File: src/rtl/wb_stage.sv
// wb_stage: writeback stage feeding the register file write port.
// Holds one instruction from MEM, waits for late load data, selects the
// writeback source, stalls MEM while busy, sequences HALT and flags illegal
// writeback selects.
// Optional feature: define WB_RETIRE_CNT_EN to add the retire_cnt output,
// a wrapping count of retired entries.
module wb_stage #(
  parameter int DATA_WIDTH = 16
) (
  input  logic                  clk,
  input  logic                  rst,
  input  logic                  mem_valid,
  output logic                  mem_ready,
  input  logic [DATA_WIDTH-1:0] mem_alu_result,
  input  logic [DATA_WIDTH-1:0] mem_rd_data,
  input  logic                  mem_rd_valid,
  input  logic [DATA_WIDTH-1:0] mem_pc_inc,
  input  logic [1:0]            mem_wb_sel,
  input  logic                  mem_regwrite,
  input  logic [2:0]            mem_writeregsel,
  input  logic                  mem_halt,
  input  logic                  flush,
  output logic [2:0]            writeregsel,
  output logic [DATA_WIDTH-1:0] writedata,
  output logic                  write,
  output logic                  halted,
  output logic                  err
`ifdef WB_RETIRE_CNT_EN
  ,
  output logic [15:0]           retire_cnt
`endif
);

  typedef enum logic [1:0] {RUN, WAIT_MEM, HALTED} state_t;

  typedef struct packed {
    logic                  v;
    logic [1:0]            sel;
    logic                  rw;
    logic [2:0]            rd;
    logic [DATA_WIDTH-1:0] alu;
    logic [DATA_WIDTH-1:0] pc;
    logic [DATA_WIDTH-1:0] ld;
    logic                  halt;
  } entry_t;

  state_t state, state_nxt;
  entry_t ent;
  logic   transfer, cap, cap_ld, v_nxt, err_set;

  // MEM handshake is a pure state decode so MEM never sees a comb path.
  assign mem_ready = (state == RUN);
  assign halted    = (state == HALTED);
  assign transfer  = mem_valid & mem_ready;

  // Next state and entry capture control. A retiring halt entry wins over
  // flush and any new transfer; flush wins over accept and late load data.
  always_comb begin
    state_nxt = state;
    v_nxt     = 1'b0;
    cap       = 1'b0;
    cap_ld    = 1'b0;
    case (state)
      RUN: begin
        if (ent.v && ent.halt) begin
          state_nxt = HALTED;
        end else if (flush) begin
          state_nxt = RUN;
        end else if (transfer) begin
          cap = 1'b1;
          if (mem_wb_sel == 2'b01 && !mem_rd_valid) state_nxt = WAIT_MEM;
          else                                      v_nxt     = 1'b1;
        end
      end
      WAIT_MEM: begin
        if (flush) begin
          state_nxt = RUN;
        end else if (mem_rd_valid) begin
          cap_ld    = 1'b1;
          v_nxt     = 1'b1;
          state_nxt = RUN;
        end
      end
      HALTED:  state_nxt = HALTED;
      default: state_nxt = RUN;
    endcase
    err_set = cap & (mem_wb_sel == 2'b11);
  end

  // State register.
  always_ff @(posedge clk or negedge rst) begin
    if (!rst) state <= RUN;
    else      state <= state_nxt;
  end

  // Entry register: full capture on accept, load data only on late arrival.
  always_ff @(posedge clk or negedge rst) begin
    if (!rst) begin
      ent <= '0;
    end else begin
      ent.v <= v_nxt;
      if (cap) begin
        ent.sel  <= mem_wb_sel;
        ent.rw   <= mem_regwrite;
        ent.rd   <= mem_writeregsel;
        ent.alu  <= mem_alu_result;
        ent.pc   <= mem_pc_inc;
        ent.ld   <= mem_rd_data;
        ent.halt <= mem_halt;
      end else if (cap_ld) begin
        ent.ld   <= mem_rd_data;
      end
    end
  end

  // Sticky illegal-select flag.
  always_ff @(posedge clk or negedge rst) begin
    if (!rst)         err <= 1'b0;
    else if (err_set) err <= 1'b1;
  end

  // Register file port decoded purely from the held entry.
  assign write       = ent.v & ent.rw & (ent.sel != 2'b11);
  assign writeregsel = ent.rd;

  // Writeback source select; illegal select drives zero.
  always_comb begin
    writedata = '0;
    case (ent.sel)
      2'b00:   writedata = ent.alu;
      2'b01:   writedata = ent.ld;
      2'b10:   writedata = ent.pc;
      default: writedata = '0;
    endcase
  end

`ifdef WB_RETIRE_CNT_EN
  // Count every retired entry, wrapping naturally.
  always_ff @(posedge clk or negedge rst) begin
    if (!rst)       retire_cnt <= '0;
    else if (ent.v) retire_cnt <= retire_cnt + 16'd1;
  end
`endif

endmodule

File: config.mk
export PLATFORM = sky130hd
export DESIGN_NAME = wb_stage
export DESIGN_NICKNAME = d
export VERILOG_FILES = /design/src/rtl/wb_stage.sv
export SDC_FILE = /design/constraint.sdc
export NUM_CORES = 1
export LEC_CHECK = 0
export CAP_MARGIN = 20
export CORE_MARGIN = 5
export CORE_UTILIZATION = 40
export DETAILED_ROUTE_END_ITERATION = 10
export GPL_TIMING_DRIVEN = 0
export PLACE_DENSITY = 0.67
export SYNTH_ARGS = -nofsm -noshare
export SYNTH_HDL_FRONTEND = slang
export SYNTH_SLANG_ARGS = --single-unit
File: constraint.sdc
create_clock -name clk -period 2.6 [get_ports clk]
set_clock_uncertainty 0.2 [all_clocks]
set_input_delay 0.52 -clock clk [delete_from_list [all_inputs] [get_ports clk]]
set_output_delay 0.52 -clock clk [all_outputs]
set_load 0.02 [all_outputs]
### Yosys cells after proc, flatten, opt, wreduce, memory -nomap -nowiden

Cells that the tools add are included.

* add/subtract/negate cells: 0
* multiply operators: 0
* divide/modulo/power cells: 0
* magnitude comparators: 0
* eq/ne operators: 10
* shifts and indexed selects: 0
* multiplexer cells: 22
* bitwise operators: 4
* reduce and logical (&&, ||, !) cells: 7

Operators with widths (number)
* one-hot mux 16 bit (3 select lines): 1
* 2-to-1 mux 16 bit: 2
* 2-to-1 mux 2 bit: 6
* 2-to-1 mux 1 bit: 11
* != test 4 x 1 -> 1 bit (second input constant): 2
* == test 2 x 1 -> 1 bit (second input constant): 3
* == test 2 bit (second input constant): 3
* one-hot mux 2 bit (3 select lines): 1
* bitwise AND 1 bit: 4
* zero test 2 bit: 2
* != test 3 bit (second input constant): 1
* AND reduction 3 bit: 1
* logical AND 1 bit: 2
* != test 2 bit (second input constant): 1
* one-hot mux 1 bit (2 select lines): 1
* nonzero test 2 bit: 1
* zero test 1 bit: 1

* register bits: 59
* latch bits: 0
* memory bits (writable): 0
* memory bits (read-only): 0
* bits of input ports: 60
* output and inout bits: 23
* word-level logic and storage cells: 53
* memories kept: 0

### Depth between registers and ports, before layout

Gate-level depths: netlist of the first run.

* word-level depth: 7
* gate-level depth with buffers: 6
* gate-level depth less buffers: 3

### Least setup slack after synthesis of the first run

No wires, ideal clock.

* path kind: reg2out
* from: register ent[53] (netlist bit)
* to: output writedata[10]
* arrival time: 1.587 ns
* slack: 0.293 ns
* stages on the path, launching flop included: 5
* path buffers: 2
* cell sequence: dfrtp_1 -> buf_2 -> buf_1 -> mux2i_1 -> o21ai_0

* cells in the longest elaborated chain, start to end: 2

RTL lines
* start, declared: RTL line 48 `entry_t ent;`
* == test 2 bit, or another cell as far along: RTL line 129 `case (ent.sel)`
* one-hot mux 16 bit (3 select lines) (*): RTL line 129
* end, declared: RTL line 24 `output logic [DATA_WIDTH-1:0] writedata,`

Mark *: on every way between the ends. The rest lies on a longest branch, timed or not.

### Final worst setup path of the first run

* from: register ent[53] (netlist bit)
* to: output writedata[13]

Same word-level chain as after synthesis.

==> results of run 1 <==
## cells in the final DEF (no fill, tap or decap), types with 2 or more instances in the layout
master	n
sky130_fd_sc_hd__a21oi_1	2
sky130_fd_sc_hd__a22oi_1	16
sky130_fd_sc_hd__buf_2	10
sky130_fd_sc_hd__buf_4	5
sky130_fd_sc_hd__buf_6	6
sky130_fd_sc_hd__bufinv_16	2
sky130_fd_sc_hd__clkbuf_1	10
sky130_fd_sc_hd__clkbuf_2	3
sky130_fd_sc_hd__clkbuf_8	12
sky130_fd_sc_hd__clkdlybuf4s15_2	2
sky130_fd_sc_hd__clkdlybuf4s50_1	62
sky130_fd_sc_hd__dfrtp_1	59
sky130_fd_sc_hd__dlygate4sd2_1	9
sky130_fd_sc_hd__mux2_4	38
sky130_fd_sc_hd__mux2i_1	16
sky130_fd_sc_hd__nand2_1	19
sky130_fd_sc_hd__nand3_1	16
sky130_fd_sc_hd__nand4b_1	16
sky130_fd_sc_hd__nor2_1	3
sky130_fd_sc_hd__nor2b_1	2
sky130_fd_sc_hd__o211ai_1	16
sky130_fd_sc_hd__o21ai_0	16
## state kept, by name, summed over array words and instances, names as in the netlist
| name | flops |
|---|---|
| err | 1 |
| state | 2 |
| ent | 53 |
| writeregsel | 3 |
## cells by family (layout without fill, tap and decap cells)
logic type	Yosys count	in the layout
AND/OR/NAND/NOR	62	62
buffers and inverters	28	126
multiplexers	55	55
AO/OA/AOI/OAI	55	55
flip-flops	59	59
## synthesized netlist by cell type (all sizes together)
| cell | number |
|---|---|
| nor3 | 1 |
| nand2 | 19 |
| a22oi | 16 |
| o211ai | 16 |
| nand3 | 16 |
| a21boi | 1 |
| nand4b | 16 |
| inv | 1 |
| nor3b | 1 |
| a21bo | 1 |
| nor2b | 2 |
| or2 | 2 |
| clkbuf | 15 |
| a21oi | 2 |
| nor4bb | 1 |
| dfrtp | 59 |
| or3 | 1 |
| buf | 12 |
| mux2 | 39 |
| nor2 | 3 |
| a211oi | 1 |
| mux2i | 16 |
| a31oi | 1 |
| o21bai | 1 |
| o21ai | 16 |
## power by group through the flow
| stage | clock, uW | sequential, uW | combinational (uW) |
|---|---|---|---|
| detailed placement | 0 | 1690 | 2510 |
| CTS | 964 | 1700 | 2390 |
| global route | 1020 | 1760 | 2510 |
| global placement | 0 | 1670 | 2470 |
| finish | 955 | 1700 | 2320 |
| floorplan | 0 | 1580 | 1630 |
## metrics by stage
step                worst slack, ns  TNS [ns]
finish                       0.0876         0
detailed placement           -0.533     -7.77
CTS                          0.0103         0
global route                0.00383         0
global placement              -1.11    -73.79
floorplan                     0.293         0
## final timing paths
| path | start | end | cells after the start |
|---|---|---|---|
| worst max register to register | ent[55] | ent[46] | 6 |
| worst min-delay path | rst | writeregsel[2] | 1 |
| worst min register to register | err | err | 1 |
| max in group asynchronous | rst | ent[35] | 2 |
| min in group clk | err | err | 1 |
| worst max-delay path | ent[53] | writedata[13] | 7 |
## cell type report
cell class                      instances  area (sq um)
Clock buffer                           12           155
Sequential cell                        59          1480
Inverter                                1          3.75
Multi-Input combinational cell        172          1470
Tap cell                              102           128
Buffer                                 26           180
Fill cell                             678          3380
Clock inverter                          4          72.6
Timing Repair Buffer                   83           787
## worst reg2reg max path, delay by kind of cell (launching register included)
family                 cells  cell delay [ns]
muxes                      1             0.31
DFF                        1             0.41
buffers and inverters      3             0.48
and+or+nand+nor            1             0.38
AOI/OAI and AO/OA          1             0.22
## layer usage
metal | vias to the layer above | routed length (microns) | share of wire, %
met5 | - | 0 | 0
met4 | 0 | 279 | 3.4
met3 | 20 | 427 | 5.2
met2 | 88 | 3840 | 46
met1 | 1198 | 3730 | 45
li1 | 1146 | - | -
==> load_flow_metrics.sql, run 1 <==
INSERT INTO impl_metrics (metric_group, metric, value, unit) VALUES
('grt', 'globalRouteMet1Util', '23.3', '%'),
('clocking', 'post_cts_gate_resize_count', '61', ''),
('sta', 'worst-slew-pin-transition', '0.806', 'ns'),
('critical_path', 'crit_fanout', '10', ''),
('critical_path', 'worst_path_arrival', '1.79', 'ns'),
('detailed_routing', 'avgViaCountPerCell', '5.34', ''),
('synthesis', 'synth-xor-area-share', '0', '%'),
('place', 'placement.io_buffers', '82', ''),
('clocking', 'tritoncts_sinks', '59', ''),
('finish', 'antennaDiodeCount', '0', ''),
('synthesis', 'syn_area_per_cell', '12.0', 'sq um'),
('detailed_routing', 'final_antenna_net_count', '0', ''),
('floorplanning', 'core_area', '0.00765', 'sq mm'),
('finish', 'layout-area-overhead-vs-synth', '37.4', '%'),
('finish', 'finished_cell_area', '0.00427', 'sq mm'),
('grt', 'grt_antenna_before_repair', '0', ''),
('clocking', 'numCtsBuffers', '9', ''),
('clocking', 'cts_setup_buffers', '0', ''),
('synthesis', 'synth-seq-area-share', '47.5', '%'),
('detailed_routing', 'via_total_after_detailed_routing', '2452', ''),
('synthesis', 'synthesis.area', '0.00311', 'sq mm'),
('sta', 'timing.max_slew.rel_slack', '46.2', '%'),
('sta', 'unrepaired_setup_endpoints_after_global_routing', 'false', ''),
('sta', 'final-max-slew-violation-count', '0', ''),
('power_and_ir_drop', 'clockPowerShare', '19.2', '%'),
('synthesis', 'synth_simple_gate_area_share', '11.5', '%'),
('clocking', 'cts-htree-levels', '3', ''),
('synthesis', 'ys.warnings.count', '0', ''),
('critical_path', 'worst_setup_path_end_kind', 'primary output', ''),
('power_and_ir_drop', 'power.total', '4980', 'uW'),
('synthesis', 'combinational_family_with_the_most_area_after_synthesis', 'multiplexers', ''),
('grt', 'grt_pass1_wl', '13300', 'microns'),
('sta', 'finalWorstPathRequiredPeriod', '2.51', 'ns'),
('floorplanning', 'fp.dieH', '98.1', 'microns'),
('finish', 'drive_above_1_share', '23.8', '%'),
('synthesis', 'synth.ff_latch_count', '59', ''),
('place', 'place.detailed.hpwl', '5930', 'microns'),
('sta', 'setup_violations', '0', ''),
('grt', 'groute.layer.met2.usage', '26.6', '%'),
('finish', 'final-instance-count-excl-fill', '459', ''),
('grt', 'gr-max-usage-layer', 'met2', ''),
('worst_hold_path', 'holdCritPathClass', 'in -> async', ''),
('synthesis', 'yosysTopAreaCellShare', '47.5', '%'),
('power_and_ir_drop', 'p_switching', '1800', 'uW'),
('power_and_ir_drop', 'cell_internal_pwr', '3180', 'uW'),
('finish', 'postLayoutCoreUtil', '55.8', '%'),
('clocking', 'cts_tree', 'done', ''),
('synthesis', 'synth_nets', '319', ''),
('synthesis', 'synthCells', '259', ''),
('critical_path', 'worstPathRequired', '1.88', 'ns'),
('place', 'routability_congestion_estimate_from_global_placement', '0.793', ''),
('power_and_ir_drop', 'switching_share', '36.1', '%'),
('grt', 'grt_pass1_vias', '2565', ''),
('critical_path', 'critical_path_class', 'reg -> out', ''),
('clocking', 'insertion_delay', '0.34', 'ns'),
('synthesis', 'post_synth_num_cell_types', '30', ''),
('critical_path', 'crit_path_max_incr_delay', '0.36', 'ns'),
('detailed_routing', 'drc', '0', ''),
('sta', 'timing.fmax', '0.398', 'GHz'),
('power_and_ir_drop', 'sequential_cell_fraction_of_total_power', '34.2', '%'),
('critical_path', 'crit_chain', 'clkbuf_4 > nor2b_1 > buf_4 > clkbuf_8 > nand2_1 > o21ai_0 > clkdlybuf4s15_2', ''),
('status', 'run_status', 'finished, final reports clean', ''),
('clocking', 'cts_root_buf', 'sky130_fd_sc_hd__clkbuf_8', ''),
('floorplanning', 'floorplan.rows', '32', ''),
('sta', 'timing.final.crit_share', '96.6', '%'),
('synthesis', 'synth_compound_gate_area_share', '11.9', '%'),
('detailed_routing', 'drt_pass1_iterations', '4', ''),
('place', 'place_area', '0.00407', 'sq mm'),
('detailed_routing', 'post_drt_wl_per_cell', '18.0', 'microns'),
('floorplanning', 'num_io_pins', '83', ''),
('critical_path', 'rrSetupSlack', '0.49', 'ns');
(Power assumes the default switching activity.)
==> inputs of run 2 (changes only) <==
--- a/config.mk
+++ b/config.mk
@@ -6,11 +6,13 @@
 export NUM_CORES = 1
 export LEC_CHECK = 0
 export CAP_MARGIN = 20
+export CELL_PAD_IN_SITES_DETAIL_PLACEMENT = 1
+export CELL_PAD_IN_SITES_GLOBAL_PLACEMENT = 1
 export CORE_MARGIN = 5
-export CORE_UTILIZATION = 40
+export CORE_UTILIZATION = 38
 export DETAILED_ROUTE_END_ITERATION = 10
 export GPL_TIMING_DRIVEN = 0
-export PLACE_DENSITY = 0.67
+export PLACE_DENSITY = 0.79
 export SYNTH_ARGS = -nofsm -noshare
 export SYNTH_HDL_FRONTEND = slang
 export SYNTH_SLANG_ARGS = --single-unit
==> load_flow_metrics.sql, run 2 (same netlist as run 1, synthesis figures left out) <==
INSERT INTO impl_metrics (metric_group, metric, value, unit) VALUES
('detailed_routing', 'drc', '0', ''),
('critical_path', 'worst_setup_path_end_kind', 'primary output', ''),
('power_and_ir_drop', 'cell_internal_pwr', '3030', 'uW'),
('grt', 'grt_pass1_vias', '2779', ''),
('finish', 'antennaDiodeCount', '0', ''),
('clocking', 'cts_root_buf', 'sky130_fd_sc_hd__clkbuf_8', ''),
('floorplanning', 'fp.dieArea', '0.0101', 'sq mm'),
('finish', 'largest_reg_flops', '53', ''),
('grt', 'grt_start_max_net_pins', '37', ''),
('power_and_ir_drop', 'power.leakage', '0.00188', 'uW'),
('power_and_ir_drop', 'power.combinational.fraction', '48.3', '%'),
('sta', 'timing.final.hold_violations', '0', ''),
('sta', 'final.setup.worst_slack', '0.0920', 'ns'),
('sta', 'worst-slew-pin-transition', '0.607', 'ns'),
('critical_path', 'critical_path_class', 'reg -> out', ''),
('clocking', 'clkTransAtPathRegs', '0.07', 'ns'),
('place', 'post-place-ws', '-0.573', 'ns'),
('sta', 'unrepaired_setup_endpoints_after_global_routing', 'false', ''),
('sta', 'timing.max_slew.rel_slack', '59.5', '%'),
('detailed_routing', 'drt_pass1_iterations', '4', ''),
('grt', 'grt.overflow.total', '0', ''),
('finish', 'layout-area-overhead-vs-synth', '36.4', '%'),
('clocking', 'cts-htree-levels', '3', ''),
('finish', 'final_common_cell', 'sky130_fd_sc_hd__clkdlybuf4s50_1', ''),
('critical_path', 'crit_fanout', '10', ''),
('floorplanning', 'num_io_pins', '83', ''),
('floorplanning', 'floorplan.rows', '33', ''),
('finish', 'register_bank_with_the_most_flops', 'ent', ''),
('critical_path', 'worst_path_arrival', '1.79', 'ns'),
('power_and_ir_drop', 'p_switching', '1870', 'uW'),
('finish', 'fin_nets', '413', ''),
('finish', 'layout_common_cells', 'sky130_fd_sc_hd__clkdlybuf4s50_1 (62), sky130_fd_sc_hd__dfrtp_1 (58), sky130_fd_sc_hd__mux2_4 (38)', ''),
('grt', 'grt_pass1_wl', '14800', 'microns'),
('status', 'run_status', 'finished, final reports clean', ''),
('power_and_ir_drop', 'switching_share', '38.1', '%'),
('power_and_ir_drop', 'clockPowerShare', '16.6', '%'),
('sta', 'setup_violations', '0', ''),
('critical_path', 'worstPathRequired', '1.88', 'ns'),
('place', 'placedCellCount', '447', ''),
('clocking', 'tritoncts_sinks', '59', ''),
('place', 'placement.io_buffers', '82', ''),
('detailed_routing', 'avgViaCountPerCell', '5.32', ''),
('floorplanning', 'core_area', '0.00809', 'sq mm'),
('clocking', 'max-clock-path-buffers', '2', ''),
('power_and_ir_drop', 'sequential_cell_fraction_of_total_power', '35.2', '%'),
('detailed_routing', 'final_antenna_net_count', '0', ''),
('flow_run', 'cap_viol_max_count', '0', ''),
('detailed_routing', 'detail_route.iter0.violations', '72', ''),
('clocking', 'cts_setup_buffers', '0', ''),
('critical_path', 'startpoint_type', 'register', ''),
('floorplanning', 'fp.dieH', '100', 'microns'),
('place', 'place_area', '0.00408', 'sq mm'),
('sta', 'finalWorstPathRequiredPeriod', '2.51', 'ns'),
('clocking', 'cts_tree', 'done', ''),
('finish', 'drive_above_1_share', '24.0', '%'),
('clocking', 'insertion_delay', '0.34', 'ns'),
('clocking', 'numCtsBuffers', '9', ''),
('sta', 'final-max-slew-violation-count', '0', ''),
('worst_hold_path', 'holdCritPathClass', 'reg -> reg', ''),
('power_and_ir_drop', 'p_per_area', '1160', 'mW/mm^2'),
('floorplanning', 'die_w', '100', 'microns'),
('place', 'place.detailed.hpwl', '6870', 'microns'),
('sta', 'timing.fmax', '0.399', 'GHz'),
('floorplanning', 'starting_density', '38.4', '%'),
('place', 'routability_congestion_estimate_from_global_placement', '0.813', ''),
('detailed_routing', 'via_total_after_detailed_routing', '2465', ''),
('grt', 'grt_antenna_before_repair', '0', ''),
('grt', 'total_grt_usage', '19.0', '%'),
('finish', 'finished_cell_area', '0.00424', 'sq mm'),
('finish', 'final-instance-count-excl-fill', '463', ''),
('sta', 'timing.final.crit_share', '96.5', '%'),
('detailed_routing', 'routed_wl', '9320', 'microns'),
('power_and_ir_drop', 'vdd_ir_drop_max', '336', 'uV'),
('detailed_routing', 'post_drt_wl_per_cell', '20.1', 'microns');
## run 2: cell types whose count changed in the layout (fill, tap and decap cells not counted), moves of 2 or more
cell	before	now
sky130_fd_sc_hd__clkdlybuf4s15_2	2	0
sky130_fd_sc_hd__clkbuf_8	12	14
sky130_fd_sc_hd__buf_2	10	12
sky130_fd_sc_hd__bufinv_16	2	0
## run 2: metal layers
metal | global-route usage, % | routed length (microns) | vias up
met2 | 31.3 | 4560 | 69
li1 | - | - | 1145
met4 | 7.77 | 199 | 0
met1 | 24.5 | 4210 | 1233
met5 | 0 | 0 | -
met3 | 3.41 | 348 | 18
## run 2: repair_timing
action / CTS / global route
hold endpoints to repair: 23 / 0
resized for setup: 68 / 5
endpoints found under the setup margin: 19 / 15
hold buffers: 1 / 0
## run 2: path summary, 6_finish.rpt
| path | start | to | slack [ns] | cells past startpoint |
|---|---|---|---|---|
| setup reg to reg | ent[55] | ent[23] | 0.46 | 6 |
| min in group asynchronous | rst | state[0] | 0.51 | 2 |
| max in group asynchronous | rst | ent[54] | 1.07 | 3 |
| hold reg to reg | err | err | 0.28 | 1 |
| setup / recovery | ent[53] | writedata[14] | 0.09 | 7 |
| hold / removal | err | err | 0.28 | 1 |
## run 2: final cells by class
class                           count  area, sq um
Fill cell                         883         3850
Sequential cell                    59         1480
Multi-Input combinational cell    172         1470
Timing Repair Buffer               84          785
Clock buffer                       15          186
Buffer                             26          180
Tap cell                          105          131
Clock inverter                      1         5.00
Inverter                            1         3.75
## run 2: worst max-delay path, stage by stage (launching register included)
cell and delay, ns:
sky130_fd_sc_hd__dfrtp_1 0.36, sky130_fd_sc_hd__buf_4 0.19, sky130_fd_sc_hd__nor2b_2 0.12, sky130_fd_sc_hd__clkbuf_4 0.18
sky130_fd_sc_hd__clkbuf_8 0.18, sky130_fd_sc_hd__nand2_1 0.07, sky130_fd_sc_hd__o21ai_0 0.12, sky130_fd_sc_hd__buf_2 0.23
## run 2: metrics by stage
step	setup TNS [ns]	utilization, %	power (uW)	hold WS, ns
2_1_floorplan	0	-	3220	0.0244
3_3_place_gp	-75.51	50.2	4150	0.260
3_5_place_dp	-9.75	50.4	4270	0.269
4_1_cts	0	52.4	4930	0.284
5_1_grt	0	52.4	5170	0.322
6_report	0	52.4	4900	0.276
## run 2: power groups by stage
stage / sequential (uW) / clock, uW / combinational (uW)
2_1_floorplan: 1580 / 0 / 1630
3_3_place_gp: 1660 / 0 / 2490
3_5_place_dp: 1700 / 0 / 2560
4_1_cts: 1720 / 818 / 2390
5_1_grt: 1770 / 869 / 2530
6_report: 1720 / 812 / 2360
==> inputs of run 3 (changes only) <==
--- a/config.mk
+++ b/config.mk
@@ -5,9 +5,11 @@
 export SDC_FILE = /design/constraint.sdc
 export NUM_CORES = 1
 export LEC_CHECK = 0
+export ABC_CLOCK_PERIOD_IN_PS = 2600
 export CAP_MARGIN = 20
 export CELL_PAD_IN_SITES_DETAIL_PLACEMENT = 1
 export CELL_PAD_IN_SITES_GLOBAL_PLACEMENT = 1
+export CORE_ASPECT_RATIO = 0.7
 export CORE_MARGIN = 5
 export CORE_UTILIZATION = 38
 export DETAILED_ROUTE_END_ITERATION = 10
==> load_flow_metrics.sql, run 3 (same netlist as run 1, synthesis figures left out) <==
INSERT INTO impl_metrics (metric_group, metric, value, unit) VALUES
('status', 'run_status', 'complete, but fails checks', ''),
('status', 'failing_checks', 'hold timing', ''),
('critical_path', 'rrSetupSlack', '0.43', 'ns'),
('detailed_routing', 'final_antenna_net_count', '0', ''),
('critical_path', 'crit_path_max_incr_delay', '0.36', 'ns'),
('floorplanning', 'starting_density', '39.3', '%'),
('detailed_routing', 'drc', '0', ''),
('power_and_ir_drop', 'vdd_ir_drop_max', '723', 'uV'),
('power_and_ir_drop', 'power.leakage', '0.00191', 'uW'),
('worst_hold_path', 'holdCritPathClass', 'in -> async', ''),
('detailed_routing', 'avgViaCountPerCell', '5.44', ''),
('grt', 'grt_start_max_net_pins', '37', ''),
('sta', 'setup_violations', '0', ''),
('critical_path', 'worst_path_dominant_cell_family', 'buffers and inverters', ''),
('clocking', 'cts_hold_buffers', '0', ''),
('critical_path', 'crit_fanout', '10', ''),
('critical_path', 'critical_path_class', 'reg -> out', ''),
('sta', 'timing.final.hold_violations', '3', ''),
('floorplanning', 'num_io_pins', '83', ''),
('finish', 'register_bank_with_the_most_flops', 'ent', ''),
('finish', 'final_common_cell', 'sky130_fd_sc_hd__clkdlybuf4s50_1', ''),
('clocking', 'clkTransAtPathRegs', '0.05', 'ns'),
('detailed_routing', 'routed_wl', '9610', 'microns'),
('clocking', 'cts_setup_buffers', '0', ''),
('finish', 'drive_above_1_share', '24.6', '%'),
('sta', 'timing.final.crit_share', '95.4', '%'),
('critical_path', 'number_of_buffer_and_inverter_stages_on_the_critical_path', '4', ''),
('clocking', 'tritoncts_sinks', '59', ''),
('sta', 'unrepaired_setup_endpoints_after_global_routing', 'false', ''),
('critical_path', 'worst_path_arrival', '1.76', 'ns'),
('critical_path', 'worstPathRequired', '1.88', 'ns'),
('critical_path', 'crit_chain', 'buf_4 > nor2b_2 > clkbuf_4 > clkbuf_8 > nand2_1 > o21ai_0 > buf_2', ''),
('clocking', 'insertion_delay', '0.33', 'ns'),
('power_and_ir_drop', 'p_per_area', '1220', 'mW/mm^2'),
('place', 'placedCellCount', '443', ''),
('critical_path', 'startpoint_type', 'register', ''),
('floorplanning', 'fp.dieArea', '0.0101', 'sq mm'),
('grt', 'total_grt_usage', '19.4', '%'),
('clocking', 'max-clock-path-buffers', '2', ''),
('sta', 'final-max-slew-violation-count', '0', ''),
('sta', 'timing.fmax', '0.403', 'GHz'),
('detailed_routing', 'drt_pass1_iterations', '4', ''),
('grt', 'grtUsageMet3', '5.54', '%'),
('floorplanning', 'fp.dieH', '85.7', 'microns'),
('finish', 'final-instance-count-excl-fill', '458', ''),
('grt', 'globalRouteMet1Util', '26.4', '%'),
('floorplanning', 'die_w', '118', 'microns'),
('clocking', 'cts_tree', 'done', ''),
('detailed_routing', 'post_drt_wl_per_cell', '21.0', 'microns'),
('floorplanning', 'core_area', '0.00791', 'sq mm'),
('finish', 'antennaDiodeCount', '0', ''),
('sta', 'finalWorstPathRequiredPeriod', '2.48', 'ns'),
('critical_path', 'slowest_stage', 'sky130_fd_sc_hd__dfrtp_1', ''),
('grt', 'grt.overflow.total', '0', ''),
('place', 'place.detailed.hpwl', '6710', 'microns'),
('finish', 'layout-area-overhead-vs-synth', '39.5', '%'),
('grt', 'groute.layer.met2.usage', '30.6', '%'),
('grt', 'grt_pass1_vias', '2816', ''),
('clocking', 'cts-htree-levels', '3', ''),
('finish', 'fin_nets', '412', ''),
('place', 'routability_congestion_estimate_from_global_placement', '0.751', ''),
('clocking', 'cts_root_buf', 'sky130_fd_sc_hd__clkbuf_16', ''),
('flow_run', 'cap_viol_max_count', '0', ''),
('critical_path', 'worst_setup_path_end_kind', 'primary output', ''),
('sta', 'worst-slew-pin-transition', '0.630', 'ns'),
('finish', 'final.fill_count', '838', ''),
('finish', 'layout_common_cells', 'sky130_fd_sc_hd__clkdlybuf4s50_1 (62), sky130_fd_sc_hd__dfrtp_1 (58), sky130_fd_sc_hd__mux2_4 (38)', ''),
('place', 'placement.io_buffers', '82', ''),
('clocking', 'numCtsBuffers', '9', ''),
('finish', 'largest_reg_flops', '53', ''),
('critical_path', 'reg2reg_from', 'ent[55]', ''),
('grt', 'gr-max-usage-layer', 'met2', ''),
('detailed_routing', 'detail_route.iter0.violations', '200', ''),
('critical_path', 'timing.reg2reg.worst_path_depth', '6', ''),
('sta', 'timing.max_slew.rel_slack', '57.9', '%'),
('grt', 'grt_antenna_before_repair', '0', ''),
('sta', 'fin_worst_hold_slack', '-0.00360', 'ns'),
('critical_path', 'r2r_endpoint', 'ent[40]', ''),
('floorplanning', 'floorplan.rows', '27', ''),
('grt', 'grt_pass1_wl', '15500', 'microns'),
('detailed_routing', 'via_total_after_detailed_routing', '2493', '');
## run 3: repair_timing
| item | in CTS | in global routing |
|---|---|---|
| resized for setup | 54 | 18 |
| endpoints found under the setup margin | 19 | 15 |
| endpoints found under the hold margin | 0 | 0 |
## run 3: worst max-delay path by stage
stage | start | endpoint | slack (ns) | cells past startpoint
2_1_floorplan | ent[53] | writedata[10] | 0.29 | 4
3_3_place_gp | rst | ent[12] | -1.17 | 1
3_5_place_dp | ent[54] | writedata[14] | -0.50 | 7
4_1_cts | ent[53] | writedata[14] | -0.03 | 7
5_1_grt | ent[53] | writedata[10] | 0.01 | 7
6_report | ent[53] | writedata[10] | 0.12 | 7
## run 3: metal layers
metal / routed length (microns) / vias up
met3: 512 / 9
met2: 4480 / 68
met4: 79 / 0
met5: 0 / -
met1: 4540 / 1262
li1: - / 1154
## run 3: where the power goes
| part | leakage (uW) | internal [uW] | switching, uW | total (uW) |
|---|---|---|---|---|
| clock | 0.000137 | 765 | 438 | 1200 |
| sequential | 0.000674 | 1370 | 375 | 1740 |
| combinational | 0.00110 | 1210 | 1150 | 2360 |
## run 3: through the flow
stage	util, %	total power (uW)	area [sq um]	TNS, ns	setup WS (ns)
6_report	54.9	5310	4340	0	0.119
5_1_grt	54.9	5620	4340	0	0.00959
4_1_cts	55.3	5390	4370	-0.0415	-0.0306
3_5_place_dp	51.5	4250	4070	-8.71	-0.495
3_3_place_gp	51.3	4160	4060	-76.71	-1.17
2_1_floorplan	-	3220	3110	0	0.293
## run 3: worst register-to-register path: cells and delay by family (launching register included)
kind / cells / cell delay, ns
multiplexers: 1 / 0.31
AND/OR/NAND/NOR: 1 / 0.41
flip-flops: 1 / 0.42
AO/OA/AOI/OAI: 1 / 0.23
buffers and inverters: 3 / 0.49
## run 3: cell type report
| type | instances | area (sq um) | area share (%) |
|---|---|---|---|
| sequential | 59 | 1480 | 34.1 |
| multi-input combinational | 172 | 1470 | 33.9 |
| timing repair buffer | 83 | 774 | 17.9 |
| clock buffer | 10 | 239 | 5.51 |
| buffer | 26 | 180 | 4.15 |
| tap | 101 | 126 | 2.91 |
| clock inverter | 6 | 65.1 | 1.50 |
| inverter | 1 | 3.75 | 0.0866 |
